### src/rtl/dma_data_fifo.sv
// dma_data_fifo: synchronous beat FIFO between the DMA read-return side and the write-burst side.
//   Ports:
//     i_clk          clock, all logic on the rising edge
//     i_rst_n        synchronous reset, active-low, highest priority
//     i_flush        synchronous clear of pointers, count and sticky flags (rdata holds)
//     i_wen/i_wdata  push request and data
//     i_ren          pop request; o_rdata is valid the cycle after an accepted pop
//     o_is_empty     count == 0
//     o_is_full      count == DEPTH
//     o_almost_full  count >= AFULL_LEVEL
//     o_count        occupancy 0..DEPTH
//     o_overflow     sticky: push attempted while full
//     o_underflow    sticky: pop attempted while empty
module dma_data_fifo #(
    parameter int DATA_WIDTH  = 32,
    parameter int DEPTH_LOG2  = 4,
    parameter int AFULL_LEVEL = 12
) (
    input  logic                  i_clk,
    input  logic                  i_rst_n,
    input  logic                  i_flush,
    input  logic                  i_wen,
    input  logic [DATA_WIDTH-1:0] i_wdata,
    input  logic                  i_ren,
    output logic [DATA_WIDTH-1:0] o_rdata,
    output logic                  o_is_empty,
    output logic                  o_is_full,
    output logic                  o_almost_full,
    output logic [DEPTH_LOG2:0]   o_count,
    output logic                  o_overflow,
    output logic                  o_underflow
);
    localparam int DEPTH = 1 << DEPTH_LOG2;
    localparam logic [DEPTH_LOG2:0] FULL_CNT  = (DEPTH_LOG2+1)'(DEPTH);
    localparam logic [DEPTH_LOG2:0] AFULL_CNT = (DEPTH_LOG2+1)'(AFULL_LEVEL);

    // The FIFO must hold at least one complete 8-beat burst.
    if (DEPTH_LOG2 < 3) begin : g_depth_check
        $error("dma_data_fifo: DEPTH must be >= 8");
    end

    logic [DATA_WIDTH-1:0] r_mem [DEPTH];
    logic [DEPTH_LOG2-1:0] r_wr_ptr;
    logic [DEPTH_LOG2-1:0] r_rd_ptr;
    logic [DEPTH_LOG2:0]   r_count;
    logic [DATA_WIDTH-1:0] r_rdata;
    logic                  r_overflow;
    logic                  r_underflow;

    logic w_empty;
    logic w_full;
    logic w_push_ok;
    logic w_pop_ok;

    // Status comes from the registered count, so a same-cycle pop cannot make room
    // for a push and a same-cycle push cannot feed a pop (no write-through).
    assign w_empty   = (r_count == '0);
    assign w_full    = (r_count == FULL_CNT);
    assign w_push_ok = i_wen & ~w_full;
    assign w_pop_ok  = i_ren & ~w_empty;

    // Storage is deliberately not reset; only accepted pushes outside reset/flush write.
    always_ff @(posedge i_clk) begin
        if (i_rst_n && !i_flush && w_push_ok)
            r_mem[r_wr_ptr] <= i_wdata;
    end

    always_ff @(posedge i_clk) begin
        if (!i_rst_n) begin
            r_wr_ptr    <= '0;
            r_rd_ptr    <= '0;
            r_count     <= '0;
            r_rdata     <= '0;
            r_overflow  <= 1'b0;
            r_underflow <= 1'b0;
        end else if (i_flush) begin
            r_wr_ptr    <= '0;
            r_rd_ptr    <= '0;
            r_count     <= '0;
            r_overflow  <= 1'b0;
            r_underflow <= 1'b0;
        end else begin
            if (w_push_ok)
                r_wr_ptr <= r_wr_ptr + 1'b1;
            if (w_pop_ok) begin
                r_rd_ptr <= r_rd_ptr + 1'b1;
                r_rdata  <= r_mem[r_rd_ptr];
            end
            if (w_push_ok && !w_pop_ok)
                r_count <= r_count + 1'b1;
            else if (w_pop_ok && !w_push_ok)
                r_count <= r_count - 1'b1;
            if (i_wen && w_full)
                r_overflow <= 1'b1;
            if (i_ren && w_empty)
                r_underflow <= 1'b1;
        end
    end

    assign o_rdata       = r_rdata;
    assign o_is_empty    = w_empty;
    assign o_is_full     = w_full;
    assign o_almost_full = (r_count >= AFULL_CNT);
    assign o_count       = r_count;
    assign o_overflow    = r_overflow;
    assign o_underflow   = r_underflow;
endmodule

### config.mk
export PLATFORM = sky130hd
export DESIGN_NAME = dma_data_fifo
export DESIGN_NICKNAME = d
export VERILOG_FILES = /design/src/rtl/dma_data_fifo.sv
export SDC_FILE = /design/constraint.sdc
export NUM_CORES = 1
export LEC_CHECK = 0
export ABC_AREA = 1
export BUFFER_PORTS_ARGS = -buffer_cell sky130_fd_sc_hd__buf_2
export CELL_PAD_IN_SITES_DETAIL_PLACEMENT = 2
export CELL_PAD_IN_SITES_GLOBAL_PLACEMENT = 2
export CORE_AREA = 2 2 191 287
export CTS_CLUSTER_DIAMETER = 120
export DETAILED_ROUTE_END_ITERATION = 7
export DIE_AREA = 0 0 193 289
export GPL_TIMING_DRIVEN = 0
export PLACE_DENSITY_LB_ADDON = 0.1
export SETUP_SLACK_MARGIN = 0.15
export SLEW_MARGIN = 0
export SYNTH_ARGS = -nofsm -noshare
export SYNTH_HDL_FRONTEND = slang
export SYNTH_SLANG_ARGS = --single-unit
### constraint.sdc
create_clock -name i_clk -period 6.2 [get_ports i_clk]
set_input_delay 1.24 -clock i_clk [delete_from_list [all_inputs] [get_ports i_clk]]
set_output_delay 1.24 -clock i_clk [all_outputs]
set_load 0.02 [all_outputs]
==> results of run 1 <==
metal layers:
layer / track usage, % / vias to the layer above / share of wire (%)
met4: 19.98 / 4 / 6.5
met5: 0 / - / 0.026
met2: 65.26 / 794 / 52
met3: 5.015 / 305 / 5.9
met1: 40.45 / 9552 / 35
li1: - / 7709 / -
logic make-up (layout without fill, tap and decap cells):
logic type / count (synthesis) / after routing
compound gates: 56 / 56
xor+xnor: 6 / 6
fa+ha+maj: 11 / 11
buf+inv: 426 / 623
flops: 559 / 559
simple gates: 1207 / 1207
critical path: stages:
cell      delay [ps]
clkbuf_1         570
inv_1             90
nor2_1           220
buf_2            310
nand3_1          390
nor2_4           920
buf_12           300
cells in the final DEF (no fill, tap or decap), drive strengths merged:
cell type | netlist | routed
inv | 309 | 310
clkinv | 0 | 15
nand2 | 819 | 819
o21a | 32 | 32
nand4 | 2 | 2
clkbuf | 22 | 102
a21oi | 15 | 15
o21ai | 9 | 9
xor2 | 4 | 4
ha | 10 | 10
nand3 | 361 | 361
fa | 1 | 1
bufinv | 0 | 5
buf | 95 | 191
nor2 | 25 | 25
dfxtp | 47 | 47
edfxtp | 512 | 512
xnor2 | 2 | 2
stage by stage:
stage                     worst slack [ps]  instance area, sq um  setup TNS, ps
after floorplan                       2488                 23790              0
after global routing                  2324                 27350              0
after detailed placement              1821                 25560              0
after global placement              -882.1                 25040        -186280
final                                 2396                 27350              0
after CTS                             2445                 27350              0
synth_stat cells:
master and instances:
fa_1 1, nand4_1 2, xor2_1 4, dfxtp_1 47, inv_2 1, inv_1 307, xnor2_1 2, nand2_1 818
nor2_8 1, nor2_1 24, nand2_2 1, buf_4 9, ha_1 10, buf_2 45, buf_12 1, o21ai_0 9
inv_4 1, buf_1 13, edfxtp_1 512, nand3_1 361, a21oi_1 15, buf_6 27, clkbuf_1 22, o21a_1 32
final cells by class:
class / count / share of cell area, %
multi-input combinational: 1280 / 20.78
sequential: 559 / 59.66
inverter: 309 / 4.250
tap: 689 / 3.152
clock buffer: 80 / 5.705
timing repair buffer: 96 / 2.882
buffer: 117 / 2.736
clock inverter: 21 / 0.8326
power by group:
part           internal, mW  switching (mW)
clock network          1.94            1.51
registers              4.17          0.0340
logic                 0.316           0.863
sequential cells by signal, summed over array words and instances, names as in the netlist:
signal,flops
r_mem,512
o_underflow,1
o_count,5
o_rdata,32
o_overflow,1
r_wr_ptr,4
r_rd_ptr,4
worst paths after layout:
check	startpoint	endpoint	slack [ps]
setup / recovery	i_rst_n	r_mem[10][18]$_DFFE_PP_	2400
hold / removal	o_overflow$_SDFFE_PP0P_	o_overflow$_SDFFE_PP0P_	490
setup reg to reg	o_count[0]$_SDFFE_PP0P_	r_mem[15][18]$_DFFE_PP_	3280
hold reg to reg	o_overflow$_SDFFE_PP0P_	o_overflow$_SDFFE_PP0P_	490
==> flow_metrics.env, run 1 <==
export IMPL_clock_skew_ps=25.48
export IMPL_cts_buffers=54
export IMPL_vias=18360
export IMPL_stdcell_count=3151
export IMPL_reg2regPathDepth=7
export IMPL_critPathRequiredTime_ps=6490
export IMPL_clk_pin_slew_ps=60
export IMPL_htreeDepth=2
export IMPL_synth_top_family_by_area="simple AND/OR/NAND/NOR gates"
export IMPL_place_hpwl_microns=62860
export IMPL_synth_top_area_share_pct=64.63
export IMPL_synth_xor_xnor_area_share_pct=0.2209
export IMPL_nNetsFinal=2465
export IMPL_min_period_ps=3804
export IMPL_fill_cells=5496
export IMPL_setup_violations=0
export IMPL_ios=79
export IMPL_row_count=104
export IMPL_crit_path_end_kind="flip-flop"
export IMPL_vias_per_cell=5.828
export IMPL_total_power_mw=8.832
export IMPL_yosys_warnings=0
export IMPL_synth_fp_nets=2313
export IMPL_multi_input_area_sq_um=5684
export IMPL_postCtsHoldBufs=0
export IMPL_synthMuxAreaShare_pct=0
export IMPL_cts_sinks=559
export IMPL_outcome="finished with violations"
export IMPL_drv_slew=0
export IMPL_ir_drop_mv=0.2304
export IMPL_drive_gt1_share_pct=11.29
export IMPL_hp_class="reg -> reg"
export IMPL_start_util_pct=44.59
export IMPL_ff_latch_area_sq_um=16320
export IMPL_yosys_area_share_adder_pct=0.6101
export IMPL_grt_pass1_vias=20540
export IMPL_clockBufferDepth=3
export IMPL_cts_setup_buffers=0
export IMPL_drv_cap=1
export IMPL_antenna_found_initial=2
export IMPL_synth_compound_area_share_pct=1.515
export IMPL_crit_fanout=17
export IMPL_dp_cells=3050
export IMPL_drtPass1Iterations=5
export IMPL_die_w_microns=193
export IMPL_clock_latency_ps=620
export IMPL_cts_tree="built"
export IMPL_synth_distinct_cells=24
export IMPL_violations="capacitance limit"
export IMPL_yosys_area_share_simple_pct=21.04
export IMPL_syn_to_final_growth_pct=14.96
export IMPL_fin_hold_ws_ps=488.9
export IMPL_dieArea_sq_um=55780
export IMPL_synthTopCellsByArea="edfxtp_1 65%, nand2_1 13%, nand3_1 7.6%"
export IMPL_p_per_area_nw_per_um2=323.0
export IMPL_cp_arrival_ps=4100
export IMPL_min_path_cells=2
export IMPL_clockRootBuffer="clkbuf_16"
export IMPL_crit_type="in -> reg"
export IMPL_drcViolationCount=0
export IMPL_n_antenna_cell=0
export IMPL_grt_pass1_wl_microns=140000
export IMPL_numPortBuffers=77
export IMPL_grt_usage_pct=36.00
export IMPL_final_hold_violation_count=0
export IMPL_gp_congestion=0.7776
export IMPL_fin_crit_sh_pct=61.35
export IMPL_synthCells=2265
export IMPL_slew_headroom_pct=0.6574
export IMPL_grt_max_degree=21
export IMPL_ys_ff_latch=559
export IMPL_ant_nets=0
export IMPL_drt_initial_drc_count=1421
export IMPL_leakage_nw=11.46
export IMPL_synth_area_per_cell_sq_um=10.50
export IMPL_final_util_pct=51.26
export IMPL_rsz0062_at_grt="no"
export IMPL_drt_total_wl_microns=98140
export IMPL_wl_per_cell_microns=31.15
export IMPL_synth_top_area_cell="edfxtp_1"
export IMPL_synth_area_sq_um=23790
export IMPL_cp_start_kind="input port"
export IMPL_max_freq_mhz=262.9
export IMPL_seq_area_frac_synth_pct=68.58
export IMPL_worst_slew_pin_slew_ps=1490
export IMPL_die_h_microns=289
export IMPL_cts_resized=0
export IMPL_coreArea_sq_um=53350
export IMPL_globalRoute_totalOverflow=0
(Power assumes the default switching activity.)
==> run 2: changes to the inputs <==
Settings changed: CORE_AREA 2 2 191 287 to 2 2 211 316, DIE_AREA 0 0 193 289 to 0 0 213 318.
Clock period 6.2 ns to 3.3 ns, I/O delays scaled along.
==> run 2 against run 1 <==
The run now ends clean. Highest routed layer unchanged. Critical endpoint is now r_mem[6][15]$_DFFE_PP_. Flip-flop and latch count did not move. Register-to-register slack worse by 2800 ps. Largest power group unchanged. Count of clock-buffer cells in the layout decreased by 8. Clock skew is 4.8 ps lower. Setup slack got worse by 2000 ps. Critical path type unchanged. Wire length decreased by 4.9%. Via count decreased by 4.7%. Power increased by 88%. Sequential share of layout area is 0.96 points lower. Clock power rose by 90%. Design area is 1.6% higher. Combinational power up 83%.
==> flow_metrics.env, run 2 (same netlist as run 1, synthesis figures left out) <==
export IMPL_vias_per_cell=5.219
export IMPL_grt_pass1_vias=19330
export IMPL_p_comb_share_pct=13.0
export IMPL_cts_buffers=57
export IMPL_ios=79
export IMPL_setup_tns_final_ps=0
export IMPL_ant_nets=0
export IMPL_crit_type="in -> reg"
export IMPL_grt_pass1_wl_microns=132800
export IMPL_drtPass1Iterations=5
export IMPL_max_freq_mhz=347.3
export IMPL_place_hpwl_microns=61490
export IMPL_numPortBuffers=77
export IMPL_start_util_pct=36.50
export IMPL_final_cell_mix="818 x nand2_1, 512 x edfxtp_1, 361 x nand3_1"
export IMPL_clk_pin_slew_ps=60
export IMPL_reg2regPathDepth=7
export IMPL_path_depth=7
export IMPL_outcome="complete, no violations"
export IMPL_clock_skew_ps=20.71
export IMPL_cp_start_kind="input port"
export IMPL_die_h_microns=318
export IMPL_crit_fanout=19
export IMPL_leakage_nw=11.57
export IMPL_rsz0062_at_grt="no"
export IMPL_cp_arrival_ps=3190
export IMPL_swShare_pct=27.06
export IMPL_cpPeakStageDelay_ps=710
export IMPL_cts_sinks=559
export IMPL_path_delay_family="simple AND/OR/NAND/NOR gates"
export IMPL_worst_slew_pin_slew_ps=1313
export IMPL_drcViolationCount=0
export IMPL_cp_slowest_cell="nor2_4"
export IMPL_critPathBufInv=4
export IMPL_hp_class="in -> reg"
export IMPL_drt_total_wl_microns=93300
export IMPL_vias=17510
export IMPL_die_w_microns=213
export IMPL_syn_to_final_growth_pct=16.83
export IMPL_crit_path_end_kind="flip-flop"
export IMPL_nNetsFinal=2480
export IMPL_coreArea_sq_um=65180
export IMPL_row_count=115
export IMPL_final_hold_violation_count=0
export IMPL_setup_violations=0
export IMPL_globalRoute_totalOverflow=0
export IMPL_drv_slew=0
export IMPL_fin_crit_sh_pct=87.25
export IMPL_postCtsHoldBufs=0
export IMPL_ff2ff_setup_slack_ps=530
export IMPL_min_path_cells=3
export IMPL_setup_slack_ps=420.8
export IMPL_clockBufferDepth=3
export IMPL_post_place_ws_ps=-770.8
export IMPL_drive_gt1_share_pct=11.91
export IMPL_wl_per_cell_microns=27.82
export IMPL_drt_initial_drc_count=1237
export IMPL_power_switching_mw=4.495
export IMPL_critPathRequiredTime_ps=3610
export IMPL_grt_usage_pct=28.05
export IMPL_total_power_mw=16.61
export IMPL_crit_chain="clkbuf_2, inv_1, nor2_1, buf_2, nand3_1, nor2_4, buf_12"
export IMPL_clock_latency_ps=630
export IMPL_slew_headroom_pct=12.49
export IMPL_dieArea_sq_um=67730
export IMPL_final_common_cell="nand2_1"
export IMPL_fin_hold_ws_ps=301.6
export IMPL_grt_max_degree=20
export IMPL_largest_reg_flops=512
export IMPL_htreeDepth=2
export IMPL_p_per_area_nw_per_um2=597.7
export IMPL_p_int_mw=12.12
export IMPL_p_clk_share_pct=39.5
export IMPL_n_antenna_cell=0
export IMPL_cts_tree="built"
export IMPL_regMostFlops="r_mem"
export IMPL_ir_drop_mv=0.4907
export IMPL_drv_cap=0
export IMPL_antenna_found_initial=2
export IMPL_final_util_pct=42.64
export IMPL_pwr_share_seq_pct=47.5
export IMPL_gp_congestion=0.7676
export IMPL_clockRootBuffer="clkbuf_16"
export IMPL_min_period_ps=2879
## run 2: area by class of cell
type	instances	area (sq um)
fill	6792	37390
clock buffer	72	1513
sequential	559	16320
clock inverter	32	306.5
buffer	117	749.5
inverter	309	1162
multi-input combinational	1280	5684
tap	877	1097
timing repair buffer	108	965.9
## run 2: stage by stage
step / std cells / cell area (sq um)
after global routing: 3354 / 27790
final: 3354 / 27790
after global placement: 3219 / 25270
after CTS: 3354 / 27790
after floorplan: 2265 / 23790
after detailed placement: 3237 / 25780
## run 2: per-layer routing
| layer | vias up | GRT usage (%) | share of wire, % |
|---|---|---|---|
| met5 | - | 0 | 0.014 |
| met4 | 2 | 12.39 | 4.9 |
| met3 | 201 | 3.210 | 3.9 |
| met2 | 474 | 51.64 | 53 |
| met1 | 9100 | 32.28 | 38 |
| li1 | 7728 | - | - |
## run 2: final timing paths
check                     startpoint                       to
max                          i_rst_n   r_mem[6][15]$_DFFE_PP_
min                            i_wen  o_overflow$_SDFFE_PP0P_
max reg2reg  o_count[3]$_SDFFE_PP0P_   r_mem[0][20]$_DFFE_PP_
min reg2reg  o_overflow$_SDFFE_PP0P_  o_overflow$_SDFFE_PP0P_
## run 2: repair_timing
item,in CTS,in global routing
buffers inserted,13,0
endpoints found under the setup margin,217,0
gates resized for setup,1,0
## run 2: power by group through the flow
stage               Sequential [mW]  Combinational, mW  Clock (mW)
floorplan                      8.13               1.11           0
global placement               8.04               2.08           0
detailed placement             8.04               2.18           0
CTS                            7.89               2.19        6.65
global route                   7.90               2.35        6.89
finish                         7.89               2.16        6.56
## run 2: worst reg2reg max path: stages, from the launching register on
cell and delay [ps]:
dfxtp_1 450, nor2_1 110, nand4_1 140, nand2_1 160, inv_1 230, nand2_1 310
nor2_4 760, buf_16 280
